### src/rtl/req_ack_delay_mc.sv
// req_ack_delay_mc: N independent request/acknowledge delay channels.
// A rising edge on req[i] starts a count of the programmed delay (0 treated
// as 1). When that many cycles have elapsed, ack[i] is raised. An edge that
// arrives while the channel is already counting is either dropped (RETRIG=0)
// or restarts the count (RETRIG=1).
// Optional feature macro: REQ_ACK_LEVEL_EN. When it is defined, ack[i] is
// held high until req[i] is sampled low. Otherwise ack[i] is a one-cycle pulse.
module req_ack_delay_mc #(
  parameter int N      = 4,
  parameter int DW     = 4,
  parameter int RETRIG = 0
) (
  input  logic          clk,
  input  logic          rst,
  input  logic [N-1:0]  req,
  input  logic [DW-1:0] delay,
  output logic [N-1:0]  ack,
  output logic [N-1:0]  busy,
  output logic [N-1:0]  drop
);

  typedef enum logic {IDLE, COUNT} state_t;

  state_t        state      [N];
  state_t        state_next [N];
  logic [DW-1:0] dl         [N];
  logic [DW-1:0] dl_next    [N];
  logic [DW-1:0] cnt        [N];
  logic [DW-1:0] cnt_next   [N];

  logic [N-1:0]  req_d;
  logic [N-1:0]  rise;
  logic [N-1:0]  done;
  logic [N-1:0]  ack_next;
  logic [N-1:0]  busy_next;
  logic [N-1:0]  drop_next;
  logic [DW-1:0] delay_eff;

  // A programmed delay of zero behaves exactly like a delay of one.
  assign delay_eff = (delay == '0) ? DW'(1) : delay;
  assign rise      = req & ~req_d;

  // Next-state and output logic for every channel.
  always_comb begin
    for (int i = 0; i < N; i++) begin
      // NOTE: every signal gets a default value before any branch. A path
      // that leaves one unassigned would infer a latch.
      state_next[i] = state[i];
      dl_next[i]    = dl[i];
      cnt_next[i]   = cnt[i];
      drop_next[i]  = 1'b0;
`ifdef REQ_ACK_LEVEL_EN
      // Hold ack only while req has stayed high since the completing edge.
      ack_next[i]   = ack[i] & req[i] & req_d[i];
`else
      ack_next[i]   = 1'b0;
`endif
      // The completing edge is the one at which the count reaches the latched delay.
      done[i] = (state[i] == COUNT) &&
                (({1'b0, cnt[i]} + (DW+1)'(1)) == {1'b0, dl[i]});

      case (state[i])
        IDLE: begin
          if (rise[i]) begin
            state_next[i] = COUNT;
            dl_next[i]    = delay_eff;
            cnt_next[i]   = '0;
          end
        end
        COUNT: begin
          if (done[i]) begin
            ack_next[i] = 1'b1;
            // An edge on the completing cycle starts a fresh transaction.
            if (rise[i]) begin
              dl_next[i]  = delay_eff;
              cnt_next[i] = '0;
            end else begin
              state_next[i] = IDLE;
            end
          end else if (rise[i] && (RETRIG != 0)) begin
            dl_next[i]  = delay_eff;
            cnt_next[i] = '0;
          end else begin
            drop_next[i] = rise[i];
            cnt_next[i]  = cnt[i] + DW'(1);
          end
        end
        default: state_next[i] = IDLE;
      endcase

      busy_next[i] = (state_next[i] == COUNT);
    end
  end

  // State and output registers with synchronous reset.
  always_ff @(posedge clk) begin
    // NOTE: non-blocking assignments for all sequential state, so every
    // register samples its pre-edge value regardless of statement order.
    if (rst) begin
      // NOTE: the per-channel delay and counter arrays are reset as well.
      // They are tiny, and resetting them keeps the simulation free of X values.
      for (int i = 0; i < N; i++) begin
        state[i] <= IDLE;
        dl[i]    <= '0;
        cnt[i]   <= '0;
      end
      req_d <= '0;
      ack   <= '0;
      busy  <= '0;
      drop  <= '0;
    end else begin
      for (int i = 0; i < N; i++) begin
        state[i] <= state_next[i];
        dl[i]    <= dl_next[i];
        cnt[i]   <= cnt_next[i];
      end
      req_d <= req;
      ack   <= ack_next;
      busy  <= busy_next;
      drop  <= drop_next;
    end
  end

endmodule

### config.mk
export PLATFORM = sky130hd
export DESIGN_NAME = req_ack_delay_mc
export DESIGN_NICKNAME = d
export VERILOG_FILES = /design/src/rtl/req_ack_delay_mc.sv
export SDC_FILE = /design/constraint.sdc
export NUM_CORES = 1
export LEC_CHECK = 0
export BUFFER_PORTS_ARGS = -buffer_cell sky130_fd_sc_hd__buf_2
export CAP_MARGIN = 20
export CORE_ASPECT_RATIO = 0.8
export CORE_MARGIN = 2
export CORE_UTILIZATION = 25
export CTS_BUF_LIST = sky130_fd_sc_hd__clkbuf_16
export CTS_CLUSTER_SIZE = 16
export DETAILED_ROUTE_END_ITERATION = 6
export PLACE_DENSITY = 0.43
export SKIP_LAST_GASP = 1
export SYNTH_ARGS = -nofsm -noshare
export SYNTH_HDL_FRONTEND = slang
export SYNTH_SLANG_ARGS = --single-unit
### constraint.sdc
create_clock -name clk -period 3.8 [get_ports clk]
set_input_delay 0.19 -clock clk [delete_from_list [all_inputs] [get_ports clk]]
set_output_delay 0.19 -clock clk [all_outputs]
set_load 0.01 [all_outputs]
* Yosys cells after proc, flatten, opt, wreduce, memory -nomap -nowiden
Memory sizes are Yosys's and may differ from the RTL's.
Cells that the tools add are included.
** Word-level totals
- Register bits after elaboration :: 16
- Bits in writable memories :: 36
- Input port bits :: 10
- Output and inout bits :: 12
- Logic and storage cells :: 112
- Memories kept :: 3
** Cells by class
- $add $sub $neg :: 8
- Equal/unequal tests :: 4
- Muxes and demuxes :: 56
- Bitwise operators :: 18
- Reductions and logical operators :: 13
** Memories
- cnt :: words 4, width 4, rd ports 4, clocked after memory_dff 0, write ports 4, line 28 : logic [DW-1:0] cnt [N];
- dl :: words 4, width 4, rd ports 4, clocked after memory_dff 0, write ports 4, line 26 : logic [DW-1:0] dl [N];
- state :: words 4, width 1, rd ports 4, clocked after memory_dff 0, write ports 4, line 24 : state_t state [N];
** Operators with widths (count)
- $mux W4 :: 25
- $pmux W4 S2 :: 8
- $add A4 B1 Y5 const B :: 4
- $eq A5 B4 Y1 :: 4
- $mux W1 :: 19
- $add A4 B1 Y4 const B :: 4
- $or A1 B1 Y1 :: 12
- $reduce_or A3 Y1 :: 4
- $pmux W1 S2 :: 4
- $reduce_or A2 Y1 :: 4
- $and A4 B4 Y4 :: 1
- $logic_and A1 B1 Y1 :: 4
- $logic_not A4 Y1 :: 1
- $not A1 Y1 :: 4
- $not A4 Y4 :: 1

* Logic depth before layout (Yosys ltp)
Gate-level depths: netlist of run 1.
- Depth in word-level cells :: 6
- Depth in mapped cells :: 5
- Depth with buffers taken out :: 5

* Worst setup path before layout of run 1
OpenSTA, ideal clock, no wires.
- Path type :: register -> register
- From :: memory cnt[3][0]
- To :: memory cnt[3][3]
- Setup time :: 0.123 ns
- Arrival :: 1.675 ns
- Required time :: 3.677 ns
- Setup slack :: 2.002 ns
- Stages on the path, launching flop included :: 6
- Path buffers :: 0
- Clock period less this slack :: 1.798 ns
- Path through :: dfxtp_1 ha_1 xor2_1 a311oi_2 a31o_1 mux2_1
** RTL lines (line)
- from (decl) :: 28

==> results of run 1 <==
## layout make-up
type / instances / area (µm²)
clock buffers: 5 / 125
clock inverters: 3 / 11.3
fillers: 1037 / 6820
inverters: 5 / 18.8
multi-input cells: 174 / 1470
flip-flops and latches: 48 / 961
well taps: 136 / 170
repair buffers: 22 / 113
## metal layers
metal | vias to the layer above | part of all wire (%) | wire length (µm) | track usage [%]
met2 | 10 | 45 | 2050 | 14.7
li1 | 860 | - | - | -
met4 | 0 | 0.52 | 24 | 1.49
met1 | 785 | 52 | 2400 | 12.1
met3 | 2 | 2.5 | 113 | 2.33
met5 | - | 0 | 0 | 0
## logic make-up after synthesis
kind of cell               Yosys count  synth area share (%)
and+or+nand+nor                     86                  21.1
adders and majority gates            4                  2.00
DFF                                 48                  38.3
buffers and inverters               16                  2.99
muxes                               32                  13.3
AOI/OAI and AO/OA                   21                  8.93
xor gates and xnor gates            31                  13.4
## registers in the layout, indices dropped and copies added, names as in the netlist
register / count
req_d: 4
drop: 4
dl: 16
ack: 4
cnt: 16
busy: 4
## synth_stat cells
library cell,count,area [µm²]
a31o_4,1,17.5
xnor3_1,3,67.6
nand3_1,7,35.0
a21oi_1,4,20.0
nand3_2,1,10.0
nor4b_1,1,8.76
nor3b_1,11,82.6
a31oi_4,2,42.5
nand2b_1,29,181
a31oi_2,1,12.5
a311oi_2,1,15.0
mux2_2,1,11.3
a2111oi_2,1,15.0
nor2_1,15,56.3
nor2b_1,6,37.5
a41oi_2,1,16.3
buf_4,4,30.0
a21oi_4,1,16.3
nor3_1,3,15.0
a21boi_2,1,11.3
o21bai_1,1,7.51
xnor2_2,3,48.8
mux2i_1,21,210
mux2_1,10,113
and4_4,3,33.8
a211oi_1,1,7.51
inv_1,5,18.8
nor4_1,2,12.5
dfxtp_1,48,961
a21oi_2,1,8.76
xnor2_1,13,114
nand4_1,3,18.8
clkbuf_1,7,26.3
a31o_1,1,8.76
ha_1,4,50.1
xor2_1,12,105
nand3b_1,5,37.5
o21ai_1,3,15.0
a2111oi_1,1,10.0
## stage by stage
| step | utilization (%) | std cells | hold WS [ps] |
|---|---|---|---|
| finish | 29.6 | 393 | 139 |
| global route | 29.6 | 393 | 150 |
| CTS | 29.6 | 393 | 138 |
| detailed placement | 28.2 | 385 | 428 |
| global placement | 28.2 | 385 | 421 |
| floorplan | - | 238 | 318 |
## how the worst max path moves through the flow
stage,cells after the start,end
3_5_place_dp,5,cnt[3][3]
5_1_grt,5,cnt[3][0]
2_1_floorplan,5,cnt[3][3]
4_1_cts,5,cnt[3][3]
6_report,5,cnt[3][3]
3_3_place_gp,5,cnt[3][0]
## power by group through the flow
stage	combinational (mW)	sequential, mW	clock (mW)
finish	0.219	0.560	0.416
floorplan	0.184	0.567	0
detailed placement	0.222	0.572	0
global placement	0.222	0.572	0
global route	0.242	0.565	0.454
CTS	0.223	0.560	0.436
==> metrics.cfg, run 1 <==
[run_status]
status=complete, no violations

[global_route]
antenna_found_initial=0
grt_pass1_wl_mm=7.94
groute.usage.overall_pct=8.98
grt_overflow_total=0
grt_pass1_vias=1664
grt_max_degree=65

[floorplanning]
core_area_um2=9690
rows=32
dieArea_um2=10900
dieHeight_um=93.6
ioPinCount=22
die_w_um=116
start_util_pct=25.9

[sta]
rsz0062_at_grt=false
setup_viol_count_final=0
hold_viol=0
slew_viol_final=0
period_share_pct=50.4
tns_ps=0
finalClockSkew_ps=3.20
fin_ws_ps=1880
slew_headroom_pct=33.7
finalCriticalPeriod_ps=1920
tightest_slew_ps=994
fmax_ghz=0.522

[layout]
stdcell_area_um2=2870
fin_nets=270
diodes=0
final_common_cell=dfxtp_1
syn_to_final_growth_pct=14.5
final_cell_mix=48 x dfxtp_1, 29 x nand2b_1, 21 x mux2i_1, 21 x buf_2, 15 x nor2_1
drive_gt1_share_pct=17.5

[critical_path]
cp_max_fo=5
required_ps=3970
worst_r2r_path_depth=5
crit_chain=ha_1 > xor2_1 > a311oi_2 > a31o_1 > mux2_1
reg2reg_to=cnt[3][3]
setup.worst_path.start=cnt[3][0]
worstSetupPathType=flip-flop to flip-flop
critPathBufInv=0
r2r_slack_ps=1880
arrival_ps=2080
path_delay_family=compound AO/OA/AOI/OAI gates
max_stage_delay_ps=410
slowest_stage=dfxtp_1
startpoint_type=flip-flop
endpoint_kind=flip-flop
r2r_start=cnt[3][0]

[min_path]
min_to=req_d[2]
hold_path.startpoint=req[2]
min_path_cells=2
hp-class=input pin to flip-flop

[yosys]
syn-num-nets=252
yosysWarnings=0
ys_seq_area_share_pct=38.3
ys_types=39
synthCells=238
synth_seq_cells=48
syn_avg_cell_area_um2=10.5
synth_area_um2=2510

[drt]
routed_wl_mm=4.59
drt_iter0_drc=89
dr_total_vias=1657
first_pass_iters=4
drc=0
postRouteAntennaNets=0
wl_per_cell_um=11.7
via_per_inst=4.22

[clock_tree]
cts_tree=yes
h-tree-depth=2
clock-sinks=48
post-cts-setup-buffer-count=0
clk_path_buf_depth=2
cts_hold_buf=0
postCtsResizedCells=0
clk_pin_slew_ps=60
clkLatencyLatePin_ps=280
numCtsBuffers=5
cts_root_buffer=clkbuf_16

[placed_design]
io_buffers=21
place_congestion=0.710
placedInstanceArea_um2=2740
dp_slack_ps=1890
dp_hpwl_mm=3.32

[pwr]
clkPwrFrac_pct=34.8
switchingPower_mw=0.317
cellLeakagePower_nw=1.13
swShare_pct=26.6
comb_power_share_pct=18.3
p_int_mw=0.878
power_mw=1.20
p_per_area_nw_per_um2=416
vdd_drop_max_mv=0.207
pwr-share-seq_pct=46.9

[job]
drv_cap=0

No activity file was read; power rests on OpenSTA's default activity.
==> run 2: changes to the inputs <==
clock period = 1.9 ns   (was 3.8 ns; I/O delays follow)
==> run 2 against run 1 <==
Global-route usage grew 0.10 points. Critical path depth rose by 1. Cell area grew 3.7%. Combinational power grew 120%. Flip-flop and latch count did not move. Worst setup slack lost 1700 ps. First-iteration DRC count down 9.0%. Sequential power increased by 98%. Highest routed layer unchanged.
==> metrics.cfg, run 2 (synthesis gave the netlist of run 1 again) <==
[placed_design]
dp_slack_ps=37.9
dp_cells=391
place_congestion=0.722
dp_hpwl_mm=3.34
io_buffers=21
placedInstanceArea_um2=2790

[sta]
slew_headroom_pct=70.7
finalCriticalPeriod_ps=1740
hold_viol=0
finalClockSkew_ps=2.15
slew_viol_final=0
fmax_ghz=0.575
period_share_pct=91.5
rsz0062_at_grt=false
tightest_slew_ps=439
setup_viol_count_final=0
tns_ps=0
fin_ws_ps=162

[clock_tree]
clkLatencyLatePin_ps=280
clock-sinks=48
cts_tree=yes
clk_pin_slew_ps=70
h-tree-depth=2
clk_path_buf_depth=2
cts_hold_buf=0
numCtsBuffers=5
cts_root_buffer=clkbuf_16

[drt]
via_per_inst=4.26
drt_iter0_drc=81
drc=0
first_pass_iters=4
wl_per_cell_um=11.6
routed_wl_mm=4.66
postRouteAntennaNets=0
dr_total_vias=1705

[critical_path]
cp_max_fo=4
required_ps=2080
endpoint_kind=flip-flop
arrival_ps=1910
worstSetupPathType=flip-flop to flip-flop
startpoint_type=flip-flop
worst_r2r_path_depth=6

[layout]
fin_nets=277
final_cell_mix=48 x dfxtp_1, 29 x nand2b_1, 21 x mux2i_1, 21 x buf_2, 15 x nor2_1
final_common_cell=dfxtp_1
top_regs=cnt x16, dl x16
final.fill_count=1022
diodes=0
stdcell_area_um2=2980
syn_to_final_growth_pct=18.7
fin_cells=400
drive_gt1_share_pct=21.2

[global_route]
grt_pass1_vias=1658
groute.usage.overall_pct=9.08
grt_max_degree=68
grt_overflow_total=0
grt_pass1_wl_mm=7.87
antenna_found_initial=0

[floorplanning]
core_area_um2=9690
dieHeight_um=93.6
rows=32
start_util_pct=25.9
dieArea_um2=10900
die_w_um=116
ioPinCount=22

[min_path]
hp-class=input pin to flip-flop
min_path_cells=2

[pwr]
cellLeakagePower_nw=1.18
vdd_drop_max_mv=0.436
p_per_area_nw_per_um2=868

[job]
drv_cap=0

[run_status]
status=complete, no violations

[run 2: changes by cell type in the layout (fill, tap and decap cells not counted)]
cell	delta
ha_1	-1
clkinvlp_4	+1
clkinv_1	-1
buf_12	+1
clkinv_2	+1
a21oi_2	-1
bufinv_16	+1
buf_4	+6
inv_1	-2
a21oi_4	+1
ha_2	+1
[run 2: report_power, final]
| group | switching, mW | internal (mW) |
|---|---|---|
| logic | 0.246 | 0.239 |
| clock network | 0.371 | 0.618 |
| registers | 0.0412 | 1.07 |
| total | 0.658 | 1.93 |
[run 2: worst paths after layout]
kind | from | to | slack (ps)
min | req[0] | req_d[0] | 50
max | cnt[3][0] | cnt[3][3] | 160
max reg2reg | cnt[3][0] | cnt[3][3] | 160
min reg2reg | dl[2][2] | dl[2][2] | 480
[run 2: per-layer routing]
metal	share of wire [%]	global-route usage (%)
met1	51	11.8
met5	0	0
met4	1.2	2.98
met2	45	14.8
met3	2.4	2.14
[run 2: worst max-delay path: stages, from the launching register on]
cell,delay (ps)
dfxtp_1,320
ha_1,320
xor2_1,160
a311oi_2,180
buf_4,170
a31o_1,170
mux2_1,310
[run 2: cell type report]
cell class,count,area (µm²),share of cell area [%]
tap,136,170,5.71
inverter,5,18.8,0.630
timing repair buffer,29,178,5.97
clock buffer,5,125,4.20
sequential,48,961,32.3
multi-input combinational,174,1480,49.8
clock inverter,3,42.5,1.43
[run 2: per-stage QoR]
stage,hold WS [ps],power (mW),utilization (%)
2_1_floorplan,223,1.50,-
3_3_place_gp,329,1.61,28.8
3_5_place_dp,337,1.61,28.8
4_1_cts,42.7,2.63,30.6
5_1_grt,51.4,2.72,30.7
6_report,46.6,2.59,30.7
[run 2: what timing repair did]
action / 4_1_cts / 5_1_grt
resized for setup: 0 / 2
setup buffers: 0 / 1
setup endpoints to repair: 0 / 8
==> run 3: changes to the inputs <==
CORE_ASPECT_RATIO = 0.5   (was 0.8)
==> run 3 against run 2 <==
Routed wire length shrank 1.5%. Non-clock buffer count shrank 3. Hold slack lost 7.8 ps. Cell area shrank 2.0%. Sequential share of layout area grew 0.65 points. Worst setup slack lost 100 ps. Flip-flop and latch count is the same. Register-to-register slack lost 100 ps. Via count shrank 1.7%. Total power shrank 7.0%.
==> metrics.cfg, run 3 (synthesis gave the netlist of run 1 again) <==
[sta]
fmax_ghz=0.543
period_share_pct=96.8
slew_headroom_pct=71.6
rsz0062_at_grt=true
slew_viol_final=0
fin_ws_ps=59.9
holdWs_ps=38.9
finalCriticalPeriod_ps=1840
setup_viol_count_final=0
hold_viol=0
tightest_slew_ps=425
finalClockSkew_ps=4.28

[floorplanning]
rows=25
ioPinCount=22
dieHeight_um=74.8
die_w_um=146
dieArea_um2=10900
core_area_um2=9600
start_util_pct=26.1

[layout]
syn_to_final_growth_pct=16.4
final_common_cell=dfxtp_1
final_cell_mix=48 x dfxtp_1, 29 x nand2b_1, 21 x mux2i_1, 21 x buf_2, 15 x nor2_1
multi_input_area_um2=1480
top_regs=cnt x16, dl x16
diodes=0
utilization_pct=30.4
drive_gt1_share_pct=19.2
fin_nets=274
fin_cells=395
final.fill_count=996
seq_area_um2=961

[run_status]
status=complete, no violations

[critical_path]
required_ps=2060
cp_max_fo=4
startpoint_type=flip-flop
r2r_slack_ps=60
worstSetupPathType=flip-flop to flip-flop
endpoint_kind=flip-flop
arrival_ps=2000

[pwr]
comb_power_share_pct=19.4
power_mw=2.40
p_int_mw=1.77
vdd_drop_max_mv=0.517
cellLeakagePower_nw=1.15
swShare_pct=26.4
pwr-share-seq_pct=46.4
clkPwrFrac_pct=34.2
switchingPower_mw=0.634
p_per_area_nw_per_um2=824

[clock_tree]
clkLatencyLatePin_ps=280
clock-sinks=48
cts_hold_buf=0
h-tree-depth=2
clk_pin_slew_ps=60
cts_tree=yes
cts_root_buffer=clkbuf_16
clk_path_buf_depth=2
numCtsBuffers=5
post-cts-setup-buffer-count=0

[global_route]
use_met1_pct=11.9
grt_max_degree=55
grt_pass1_vias=1644
top_usage_layer=met2
met2_usage_pct=14.6
grt_pass1_wl_mm=7.80
antenna_found_initial=0
grt_overflow_total=0
groute.usage.overall_pct=8.91
use_met3_pct=2.42

[job]
drv_cap=0

[drt]
drt_iter0_drc=67
wl_per_cell_um=11.6
postRouteAntennaNets=0
drc=0
via_per_inst=4.24
first_pass_iters=4
routed_wl_mm=4.58
dr_total_vias=1676

[placed_design]
io_buffers=21
place_congestion=0.726
dp_slack_ps=28.3
dp_hpwl_mm=3.36
dp_cells=388

[min_path]
hp-class=input pin to flip-flop

-- run 3: power by group through the flow --
| stage | clock network [mW] | logic (mW) | registers (mW) |
|---|---|---|---|
| floorplan | 0 | 0.368 | 1.13 |
| global placement | 0 | 0.462 | 1.14 |
| detailed placement | 0 | 0.466 | 1.14 |
| CTS | 0.849 | 0.467 | 1.12 |
| global route | 0.889 | 0.513 | 1.12 |
| finish | 0.822 | 0.468 | 1.12 |
-- run 3: area by class of cell --
| class | instances | share of cell area (%) |
|---|---|---|
| Clock buffer | 5 | 4.29 |
| Clock inverter | 2 | 0.257 |
| Inverter | 5 | 0.643 |
| Multi-Input combinational cell | 174 | 50.8 |
| Sequential cell | 48 | 32.9 |
| Tap cell | 135 | 5.79 |
| Timing Repair Buffer | 26 | 5.32 |
-- run 3: per-stage QoR --
stage / setup TNS, ps / instance area (µm²)
final: 0 / 2920
after global routing: -9.45 / 2920
after CTS: 0 / 2910
after detailed placement: 0 / 2780
after global placement: 0 / 2780
after floorplan: 0 / 2510
-- run 3: path summary, 6_finish.rpt --
path | startpoint | end | depth (start not counted)
worst min-delay path | req[0] | req_d[0] | 2
worst min register to register | dl[1][2] | dl[1][2] | 2
worst max-delay path | cnt[3][0] | cnt[3][3] | 5
worst max register to register | cnt[3][0] | cnt[3][3] | 5
-- run 3: layer usage --
layer  wire (µm)  part of all wire [%]
met5           0                     0
met3         113                   2.5
met1        2450                    53
met4          49                   1.1
met2        1970                    43
-- run 3: worst max-delay path, cell delays in order (launching register included) --
cell and delay [ps]:
dfxtp_1 320, ha_1 320, xor2_1 160, a311oi_2 360, a31o_1 250, mux2_1 330
-- run 3: what timing repair did --
item | 4_1_cts | 5_1_grt
resized for setup | 0 | 2
endpoints found under the setup margin | 0 | 4
hold endpoints to repair | 0 | 0
